===== src/rtl/datapath_pkg.sv =====
// Shared datapath definitions: serial FSM states and default operand width.
package datapath_pkg;

  localparam int unsigned DEFAULT_WIDTH = 4;

  typedef enum logic [1:0] {
    IDLE  = 2'd0,
    SHIFT = 2'd1,
    DONE  = 2'd2
  } state_t;

endpackage


===== src/rtl/datapath_sub_slice.sv =====
// Single-bit combinational full subtractor: D = a - b - Bin, Bout = borrow.
module datapath_sub_slice (
  input  logic a,
  input  logic b,
  input  logic Bin,
  output logic D,
  output logic Bout
);

  assign D    = a ^ b ^ Bin;
  assign Bout = (~a & b) | (~(a ^ b) & Bin);

endmodule


===== src/rtl/datapath_serial_sub.sv =====
// Bit-serial subtractor, LSB first through one full-subtractor slice; Q = {borrow, a - b - Bin}.
// Optional SERIAL_SUB_OVF_EN adds a registered two's-complement overflow flag (ovf).
module datapath_serial_sub
  import datapath_pkg::*;
#(
  parameter int unsigned WIDTH = DEFAULT_WIDTH
) (
  input  logic             clk,
  input  logic             rst,
  input  logic             load,
  input  logic [WIDTH-1:0] a,
  input  logic [WIDTH-1:0] b,
  input  logic             Bin,
  output logic             busy,
  output logic             done,
`ifdef SERIAL_SUB_OVF_EN
  output logic             ovf,
`endif
  output logic [WIDTH:0]   Q
);

  localparam int unsigned CW = $clog2(WIDTH + 1);

  state_t           state, state_next;
  logic [CW-1:0]    cnt;
  logic [WIDTH-1:0] a_sh, b_sh, diff;
  logic             br;
  logic             d_c, bout_c, last_c, accept_c;
  logic [WIDTH-1:0] diff_nxt_c;
`ifdef SERIAL_SUB_OVF_EN
  logic             a_msb, b_msb;
`endif

  datapath_sub_slice u_slice (
    .a    (a_sh[0]),
    .b    (b_sh[0]),
    .Bin  (br),
    .D    (d_c),
    .Bout (bout_c)
  );

  assign last_c     = (cnt == CW'(WIDTH - 1));
  assign accept_c   = load && (state != SHIFT);
  assign diff_nxt_c = (diff >> 1) | (WIDTH'(d_c) << (WIDTH - 1));

  // State register
  always_ff @(posedge clk) begin
    if (rst) state <= IDLE;
    else     state <= state_next;
  end

  // Next-state logic; loads are only honoured outside SHIFT
  always_comb begin
    state_next = state;
    case (state)
      IDLE:    if (load) state_next = SHIFT;
      SHIFT:   if (last_c) state_next = DONE;
      DONE:    state_next = load ? SHIFT : IDLE;
      default: state_next = IDLE;
    endcase
  end

  // Datapath: operand capture, bit-serial step, result and status registers
  always_ff @(posedge clk) begin
    if (rst) begin
      busy <= 1'b0;
      done <= 1'b0;
      Q    <= '0;
      cnt  <= '0;
      a_sh <= '0;
      b_sh <= '0;
      diff <= '0;
      br   <= 1'b0;
`ifdef SERIAL_SUB_OVF_EN
      ovf   <= 1'b0;
      a_msb <= 1'b0;
      b_msb <= 1'b0;
`endif
    end else begin
      busy <= (state_next == SHIFT);
      done <= (state_next == DONE);
      if (accept_c) begin
        a_sh <= a;
        b_sh <= b;
        br   <= Bin;
        cnt  <= '0;
        diff <= '0;
`ifdef SERIAL_SUB_OVF_EN
        a_msb <= a[WIDTH-1];
        b_msb <= b[WIDTH-1];
`endif
      end else if (state == SHIFT) begin
        a_sh <= a_sh >> 1;
        b_sh <= b_sh >> 1;
        br   <= bout_c;
        diff <= diff_nxt_c;
        cnt  <= cnt + CW'(1);
        if (last_c) begin
          Q <= {bout_c, diff_nxt_c};
`ifdef SERIAL_SUB_OVF_EN
          ovf <= (a_msb ^ b_msb) & (a_msb ^ diff_nxt_c[WIDTH-1]);
`endif
        end
      end
    end
  end

endmodule

===== config.mk =====
export PLATFORM = sky130hd
export DESIGN_NAME = datapath_serial_sub
export DESIGN_NICKNAME = d
export VERILOG_FILES = /design/src/rtl/datapath_pkg.sv /design/src/rtl/datapath_sub_slice.sv /design/src/rtl/datapath_serial_sub.sv
export SDC_FILE = /design/constraint.sdc
export NUM_CORES = 1
export LEC_CHECK = 0
export BUFFER_PORTS_ARGS = -buffer_cell sky130_fd_sc_hd__clkbuf_2
export CAP_MARGIN = 25
export CORE_UTILIZATION = 57
export DETAILED_ROUTE_END_ITERATION = 7
export PLACE_DENSITY = 0.81
export SYNTH_ARGS = -nofsm -noshare
export SYNTH_HDL_FRONTEND = slang
export SYNTH_SLANG_ARGS = --single-unit

===== constraint.sdc =====
create_clock -name clk -period 2.9 [get_ports clk]
set_input_delay 0 -clock clk [delete_from_list [all_inputs] [get_ports clk]]
set_output_delay 0 -clock clk [all_outputs]
set_load 0.01 [all_outputs]

# After elaboration in Yosys (flattened, before gate mapping)
# Cells that the tools add are included.
# W data, S select, Z words.
dict set report classes {
  shift 0
  mul 0
  div_mod_pow 0
  order_cmp 0
  muxes 10
  addsub 1
  n_eq_ne 6
  reduce_logical 5
  n_bitwise 9
}
# cell count
set ops {}
lappend ops {{$mux W4} 4}
lappend ops {{$pmux W2 S3} 1}
lappend ops {{$eq A2 B1 Y1 const B} 2}
lappend ops {{$eq A2 B2 Y1 const B} 2}
lappend ops {{$mux W2} 2}
lappend ops {{$or A3 B4 Y4} 1}
lappend ops {{$add A3 B1 Y3 const B} 1}
lappend ops {{$eq A3 B2 Y1 const B} 1}
lappend ops {{$mux W1} 3}
lappend ops {{$not A1 Y1} 3}
lappend ops {{$reduce_and A3 Y1} 1}
lappend ops {{$and A1 B1 Y1} 2}
lappend ops {{$logic_not A2 Y1} 1}
lappend ops {{$ne A2 B1 Y1 const B} 1}
lappend ops {{$reduce_bool A2 Y1} 1}
lappend ops {{$reduce_or A2 Y1} 1}
lappend ops {{$xor A1 B1 Y1} 2}
lappend ops {{$logic_and A1 B1 Y1} 1}
lappend ops {{$or A1 B1 Y1} 1}
dict set report word_totals {
  output_inout_bits 7
  ram_bits 0
  romBits 0
  latchBits 0
  mem_count 0
  reg_bits 25
  in_bits 12
  word_cells 40
}

# Longest topological paths before layout
# Gate-level depths: netlist of the first run.
dict set report depth {
  ltp_word 6
  depth_mapped 6
  depth_no_buf 5
}

# Cells and area by module
# From an unflattened synthesis of the first run, not the netlist that was laid out.
dict set report hier_totals {
  hier_cells 105
  area_unflattened_um2 1008.5
}
# module instances cells_each area_per_inst_um2 seq_area_each_um2
set modules_own_cells {}
lappend modules_own_cells {datapath_serial_sub 1 101 977.2 480.5}
lappend modules_own_cells {datapath_sub_slice 1 4 31.3 0.0}

# Worst setup path after synthesis of the first run
# OpenSTA, ideal clock, no wires.
dict set report synth_timing {
  kind {register -> register}
  from {reg cnt[0]}
  to {reg Q[4]}
  t_required_ns 2.828
  setup_ns 0.072
  period_less_slack_ns 1.220
  path_buffers 1
  path_slack_ns 1.680
  path_stages_with_launch 7
  t_arrival_ns 1.148
  path_cell_list {dfxtp_1 ha_1 ha_1 buf_2 nand3b_1 nand2_1 a21oi_1}
}
dict set report synth_via {
  elab_chain_cells 2
}
# item line
set synth_lines {}
lappend synth_lines {{start: declaration} datapath_serial_sub.sv:25} ;# logic [CW-1:0] cnt;
lappend synth_lines {{start signal: assignment} datapath_serial_sub.sv:97} ;# cnt <= cnt + CW'(1);
lappend synth_lines {{$eq A3 B2 Y1} datapath_serial_sub.sv:42} ;# assign last_c = (cnt == CW'(WIDTH - 1));
lappend synth_lines {{$reduce_and A3 Y1 (no source line)} --}
lappend synth_lines {{end signal: assignment} datapath_serial_sub.sv:99} ;# Q <= {bout_c, diff_nxt_c};
lappend synth_lines {{end: declaration} datapath_serial_sub.sv:19} ;# output logic [WIDTH:0] Q
# Every way passes these cells.
# A chain may end at the register's enable or synchronous reset.

# Worst setup path after layout of the first run
dict set report layout_timing {
  from {reg state[1]}
  to {reg b_sh[0]}
}
dict set report layout_via {
  elab_chain_cells 3
  elab_cells_between_ends 5
  classes_between {eq/ne: 2; mux: 1; reduce/logical: 2}
}
# item line
set layout_lines {}
lappend layout_lines {{start: declaration} datapath_serial_sub.sv:24} ;# state_t state, state_next;
lappend layout_lines {{start signal: assignment} datapath_serial_sub.sv:49} ;# else state <= state_next;
lappend layout_lines {{$ne A2 B1 Y1} datapath_serial_sub.sv:43} ;# assign accept_c = load && (state != SHIFT);
lappend layout_lines {{$logic_and A1 B1 Y1} datapath_serial_sub.sv:43}
lappend layout_lines {{$mux W4 / $reduce_bool A2 Y1 (equally long branches)} --}
lappend layout_lines {{end signal: assignment} datapath_serial_sub.sv:94} ;# b_sh <= b_sh >> 1;
lappend layout_lines {{end: declaration} datapath_serial_sub.sv:26} ;# logic [WIDTH-1:0] a_sh, b_sh, diff;
# Several ways; a longest one is shown, not always the timed one.

==> metrics.txt, run 1 <==
pre-CTS setup slack=between 1 and 1.5 ns; number of buffers on the longest clock path=2; mapped cell area=1040 um^2; post-detail-place hpwl=around 1.2 mm; status=completed; post-synthesis area per instance=approximately 10 um^2; total of flip-flops plus latches after synthesis=24; routability congestion estimate from global placement=0.736; number of vias in the routed layout=between 700 and 800; count of buffers from port buffering=18; post-route minimum period=1.47 ns; most frequent cell after synthesis=dfxtp_1; number of CTS-inserted buffers=3; total of fill cells in the finished design=157; share of synthesized flip-flops with an asynchronous set or reset=0%; number of rows created at floorplan=15; ratio of total power to cell area=about 590 nW/um^2; wire length of the first global-routing pass=slightly above 3 mm; worst setup margin=1.43 ns; Mapped Nets=118; area of the core=1730 um^2; maximum number of pins on one net before global-route repair=25; final wirelength=approximately 1.8 mm; number of nets in the final layout=between 100 and 150; Max VDD drop=0.000405 V; Worst Path Max Fanout=20; dominant synthesized flop cell=dfxtp_1; vertical die dimension=44.7 um; latest clock arrival within the worst-skew pair=0.31 ns; max-slew violation count=0; Setup TNS=0 ns; vias in the first global route=726; buffer cell driving the clock tree root=clkbuf_4; most instantiated cells after synthesis=dfxtp_1, a21oi_1, nor2_1; kind of start point of the critical path=register; Worst Path Required=~3.1 ns; layout overhead on the synthesized area=10.6%; share of the synthesized area in the top cell type=46.2%; Detailed Routing Iterations Pass 1=4; level count of the clock H-tree=1; number of DRC markers after the initial detailed-route iteration=5; initial antenna violation count=0; setup repair after global routing missed its margin=no; via density per instance=5.31; Final Hold Vio Count=0; Boundary Pins=19; slew at the pin closest to its max-slew limit=0.806 ns; type of destination of the critical path=register; LEAKAGE=about 0.47 nW; max frequency=679 MHz; count of final setup violators=0; CTS clock-pin slew for the worst setup and hold paths=0.13 ns; n_diodes=0; CTS tree=built; cell types occupying the most area after synthesis=dfxtp_1, mux2i_1, a21oi_1, a211oi_2, nand3b_1; number of clock sinks seen by CTS=24; Syn. warnings=0; residual DRC count=0; proportion of synthesized chip area in sequential cells=a little under half; global-route usage over all layers=21.3%; number of maximum-capacitance violations=0; period utilization=50.8%; number of library cell types mapped by synthesis=25; routed wire length per instance=12.3 um; remaining number of nets flagged by the antenna check after routing=0; crit path kind=reg -> reg; remaining global-route overflow=0; worst clock skew=0.00723 ns; DIE WIDTH=44.7 um; data arrival at the endpoint of the critical path=between 1.5 and 2 ns; cell taking the most area after synthesis=dfxtp_1; number of flops mapped to enable cells by yosys=0; area enclosed by the die boundary=2000 um^2; effective utilization at floorplan=60.2%; worst min path class=in -> reg; number of cells produced by synthesis=slightly above 100; Slew Limit Headroom=46.3%; fraction of layout instances using a drive strength above 1=a little under a quarter
flip-flops by register name, indices dropped and copies added, names as in the netlist:
| name | flops |
|---|---|
| done | 1 |
| diff | 3 |
| b_sh | 4 |
| busy | 1 |
| state | 2 |
| a_sh | 4 |
| Q | 5 |
| br | 1 |
| cnt | 3 |
through the flow:
step	hold WS (ns)	area (um^2)	utilization (%)	instances	power [mW]
6_report	0.00919	1150	66.6	143	0.673
3_3_place_gp	0.291	1090	63.0	138	0.437
2_1_floorplan	0.0721	1040	-	103	0.428
5_1_grt	0.000316	1150	66.6	143	0.702
3_5_place_dp	0.322	1090	63.0	138	0.440
4_1_cts	0.00944	1150	66.6	143	0.676
power breakdown:
group	internal [mW]	switching, mW	total [mW]
Sequential	0.346	0.0100	0.356
Clock	0.140	0.0993	0.239
Combinational	0.0353	0.0427	0.0779
final timing paths:
kind,from,to,slack (ns),cells after the start
worst max-delay path,state[1],b_sh[0],1.43,3
worst min-delay path,b[3],b_sh[3],0.009,3
worst max register to register,state[1],b_sh[0],1.43,3
worst min register to register,Q[4],Q[4],0.47,2
cell usage in the layout (no fill, tap or decap):
cell type / n
dfxtp_1: 24
clkbuf_2: 18
nor2_1: 11
a21oi_1: 11
mux2i_1: 9
nand2_1: 7
nand3b_1: 6
nand2b_1: 4
a211oi_2: 4
nand3_1: 4
a211oi_1: 3
clkbuf_4: 3
inv_1: 2
nor3_1: 2
ha_1: 2
clkinv_1: 1
nor2b_4: 1
a311oi_1: 1
a2bb2oi_2: 1
or3_1: 1
fa_1: 1
bufinv_16: 1
dlygate4sd3_1: 1
repair_timing:
action / 4_1_cts / 5_1_grt
endpoints found under the hold margin: 1 / 0
buffers inserted: 0 / 0
resized for setup: 0 / 0
hold buffers: 1 / 0
cells by family after synthesis:
family	Yosys count	synth area share, %
adder cells (fa/ha/maj)	3	4.33
flip-flops	24	46.2
AO/OA/AOI/OAI	20	14.6
AND/OR/NAND/NOR	36	18.1
multiplexers	9	8.66
buffers and inverters	11	8.18
area by class of cell:
type                    instances  area [um^2]  share of cell area [%]
repair buffers                 19          100                    8.71
clock inverters                 1         30.0                    2.61
flip-flops and latches         24          480                    41.8
multi-input cells              68          474                    41.2
clock buffers                   3         22.5                    1.96
well taps                      25         31.3                    2.72
inverters                       3         11.3                   0.979
critical path, cell delays in order (launching register included):
cell and delay (ns):
dfxtp_1 0.41, nand2b_1 0.66, nor2_1 0.11, a211oi_2 0.22
per-layer routing:
metal | track usage, % | vias to the layer above | wire, um
li1 | - | 384 | -
met1 | 26.2 | 360 | 778
met2 | 36.8 | 12 | 913
met3 | 3.60 | 4 | 40
met4 | 9.09 | 0 | 27
met5 | 0 | - | 0
No activity file was read; power rests on OpenSTA's default activity.
==> run 2: changes to the inputs <==
Settings changed: CORE_UTILIZATION 57 to 48, PLACE_DENSITY 0.81 to 0.73.
Clock period 2.9 ns to 1.3 ns, I/O delays scaled along.
==> run 2 against run 1 <==
Sequential power grew 120%. Cell area grew 3.6%. Critical endpoint is now diff[3]. Utilization shrank 7.1 points. Hold slack lost 0.0050 ns. Final cell count grew 3.5%. Highest routed layer unchanged. Total power grew 100%. Largest power group unchanged.
==> metrics.txt, run 2 (synthesized netlist as in run 1, its figures left out) <==
area enclosed by the die boundary=2360 um^2 (+18%); remaining global-route overflow=0 (unchanged); capturing instance or port of the critical path=diff[3]; count of final setup violators=0 (unchanged); residual DRC count=0 (unchanged); count of buffer and inverter cells on the critical path=1 (+1); number of vias in the routed layout=754 (-0.79%); Setup TNS=0 ns (unchanged); most common cell after layout, fill and taps aside=dfxtp_1; number of rows created at floorplan=16 (+1); Slew Limit Headroom=64.6% (+18 points); max-slew violation count=0 (unchanged); period utilization=94.2% (+43 points); final cell count without fillers=148 (+3.5%); number of CTS-inserted buffers=3 (unchanged); worst reg2reg setup slack=0.08 ns (-1.35 ns); maximum number of pins on one net before global-route repair=25 (unchanged); data arrival at the endpoint of the critical path=1.46 ns (-0.25 ns); max reg flops=5 (unchanged); n_diodes=0 (unchanged); buffer cell driving the clock tree root=clkbuf_4; number of clock sinks seen by CTS=24 (unchanged); routability congestion estimate from global placement=0.794 (+7.9%); commonest cells after routing, fill and taps aside=dfxtp_1, clkbuf_2, nor2_1, a21oi_1, mux2i_1; number of DRC markers after the initial detailed-route iteration=12 (+7); registers with the most flip-flops=Q: 5 flops, a_sh: 4 flops, b_sh: 4 flops; layout overhead on the synthesized area=14.6%; routed wire length per instance=11.7 um (-4.8%); kind of start point of the critical path=register; cell class contributing the biggest share of worst-path delay=adder cells; level count of the clock H-tree=1 (unchanged); Reg with most FFs=Q; crit path kind=reg -> reg; Boundary Pins=19 (unchanged); setup repair after global routing missed its margin=no; Crit path largest cell delay=0.47 ns (-0.19 ns); pre-CTS setup slack=0.0461 ns (-1.42 ns); vias in the first global route=790 (+8.8%); DIE WIDTH=48.5 um (+8.6%); CTS clock-pin slew for the worst setup and hold paths=0.13 ns (about the same); fraction of layout instances using a drive strength above 1=28.9% (+5.2 points); count of buffers from port buffering=18 (unchanged); worst clock skew=0.00729 ns (+0.0000594 ns); worst reg2reg path startpoint=a_sh[0]; master of the slowest instance on the critical path=fa_1; area of the core=2000 um^2 (+16%); post-route minimum period=1.22 ns (-0.248 ns); Final Hold Vio Count=0 (unchanged); final wirelength=1.73 mm (-1.4%); CTS tree=built; wire length of the first global-routing pass=3.15 mm (+3.2%); ratio of total power to cell area=1140 nW/um^2 (+95%); number of maximum-capacitance violations=0 (unchanged); number of buffers on the longest clock path=2 (unchanged); effective utilization at floorplan=51.9% (-8.3 points); vertical die dimension=48.5 um (+8.6%); type of destination of the critical path=register; count of placed standard cells including taps=143 (+3.6%); Stages on worst setup path=4 (+1); LEAKAGE=0.483 nW (+2.5%); final core utilization=59.5% (-7.1 points); slew at the pin closest to its max-slew limit=0.531 ns (-0.274 ns); worst setup margin=0.0750 ns (-1.35 ns); Worst Path Max Fanout=2 (-90%); remaining number of nets flagged by the antenna check after routing=0 (unchanged); Critical Path Start=a_sh[0]; Total Power=1.36 mW (+100%); post-detail-place hpwl=1.19 mm (about the same); Reg-to-Reg End=diff[3]; global-route usage over all layers=16.9% (-4.4 points); count of buffers added by post-CTS timing repair for setup=0 (unchanged); latest clock arrival within the worst-skew pair=0.30 ns (about the same); status=completed; cell-by-cell listing of the critical path=inv_1, fa_1, nand2b_1, a21oi_1; number of nets in the final layout=137 (+2.2%); R2R depth=4 (+1); initial antenna violation count=0 (unchanged); via density per instance=5.09 (-4.1%); worst min path class=in -> reg; Max VDD drop=0.00110 V (+170%); Worst Path Required=1.54 ns (-1.59 ns); max frequency=816 MHz (+20%); Detailed Routing Iterations Pass 1=4 (unchanged)
-- run 2: timing repair --
item                                   in CTS  in global routing
resized for setup                           0                  5
hold buffers                                1                  0
setup endpoints to repair                   0                  5
endpoints found under the hold margin       1                  0
-- run 2: worst reg2reg max path, cell delays in order, from the launching register on --
cell and delay [ns]:
dfxtp_1 0.35, inv_1 0.05, fa_1 0.47, nand2b_1 0.17
a21oi_1 0.13
-- run 2: power by group --
part | total, mW | internal, mW | switching [mW]
clock network | 0.377 | 0.171 | 0.206
registers | 0.794 | 0.772 | 0.0219
logic | 0.188 | 0.0912 | 0.0964
-- run 2: worst min-delay path by stage --
stage | depth (start not counted) | to | slack (ns) | start
after floorplan | 1 | Q[3] | 0.07 | rst
after global placement | 3 | a_sh[3] | 0.29 | a[3]
after detailed placement | 3 | a_sh[3] | 0.32 | a[3]
after CTS | 3 | b_sh[3] | 0.009 | b[3]
after global routing | 3 | b_sh[3] | 0.02 | b[3]
final | 3 | b_sh[3] | 0.004 | b[3]
-- run 2: through the flow --
stage / cell area [um^2] / hold WS (ns)
final: 1190 / 0.00419
after global routing: 1190 / 0.0208
after detailed placement: 1120 / 0.319
after CTS: 1170 / 0.00923
after global placement: 1120 / 0.292
after floorplan: 1040 / 0.0721
-- run 2: routing by layer --
layer | track usage, % | vias to the layer above | wire length [um]
met5 | 0 | - | 0
met4 | 5.88 | 0 | 10
met3 | 2.83 | 2 | 47
met2 | 30.8 | 11 | 851
met1 | 19.8 | 348 | 825
li1 | - | 393 | -
-- run 2: area by class of cell --
cell class,instances,area (um^2)
Clock buffer,4,36.3
Fill cell,195,811
Inverter,3,11.3
Multi-Input combinational cell,68,493
Sequential cell,24,482
Tap cell,27,33.8
Timing Repair Buffer,22,135
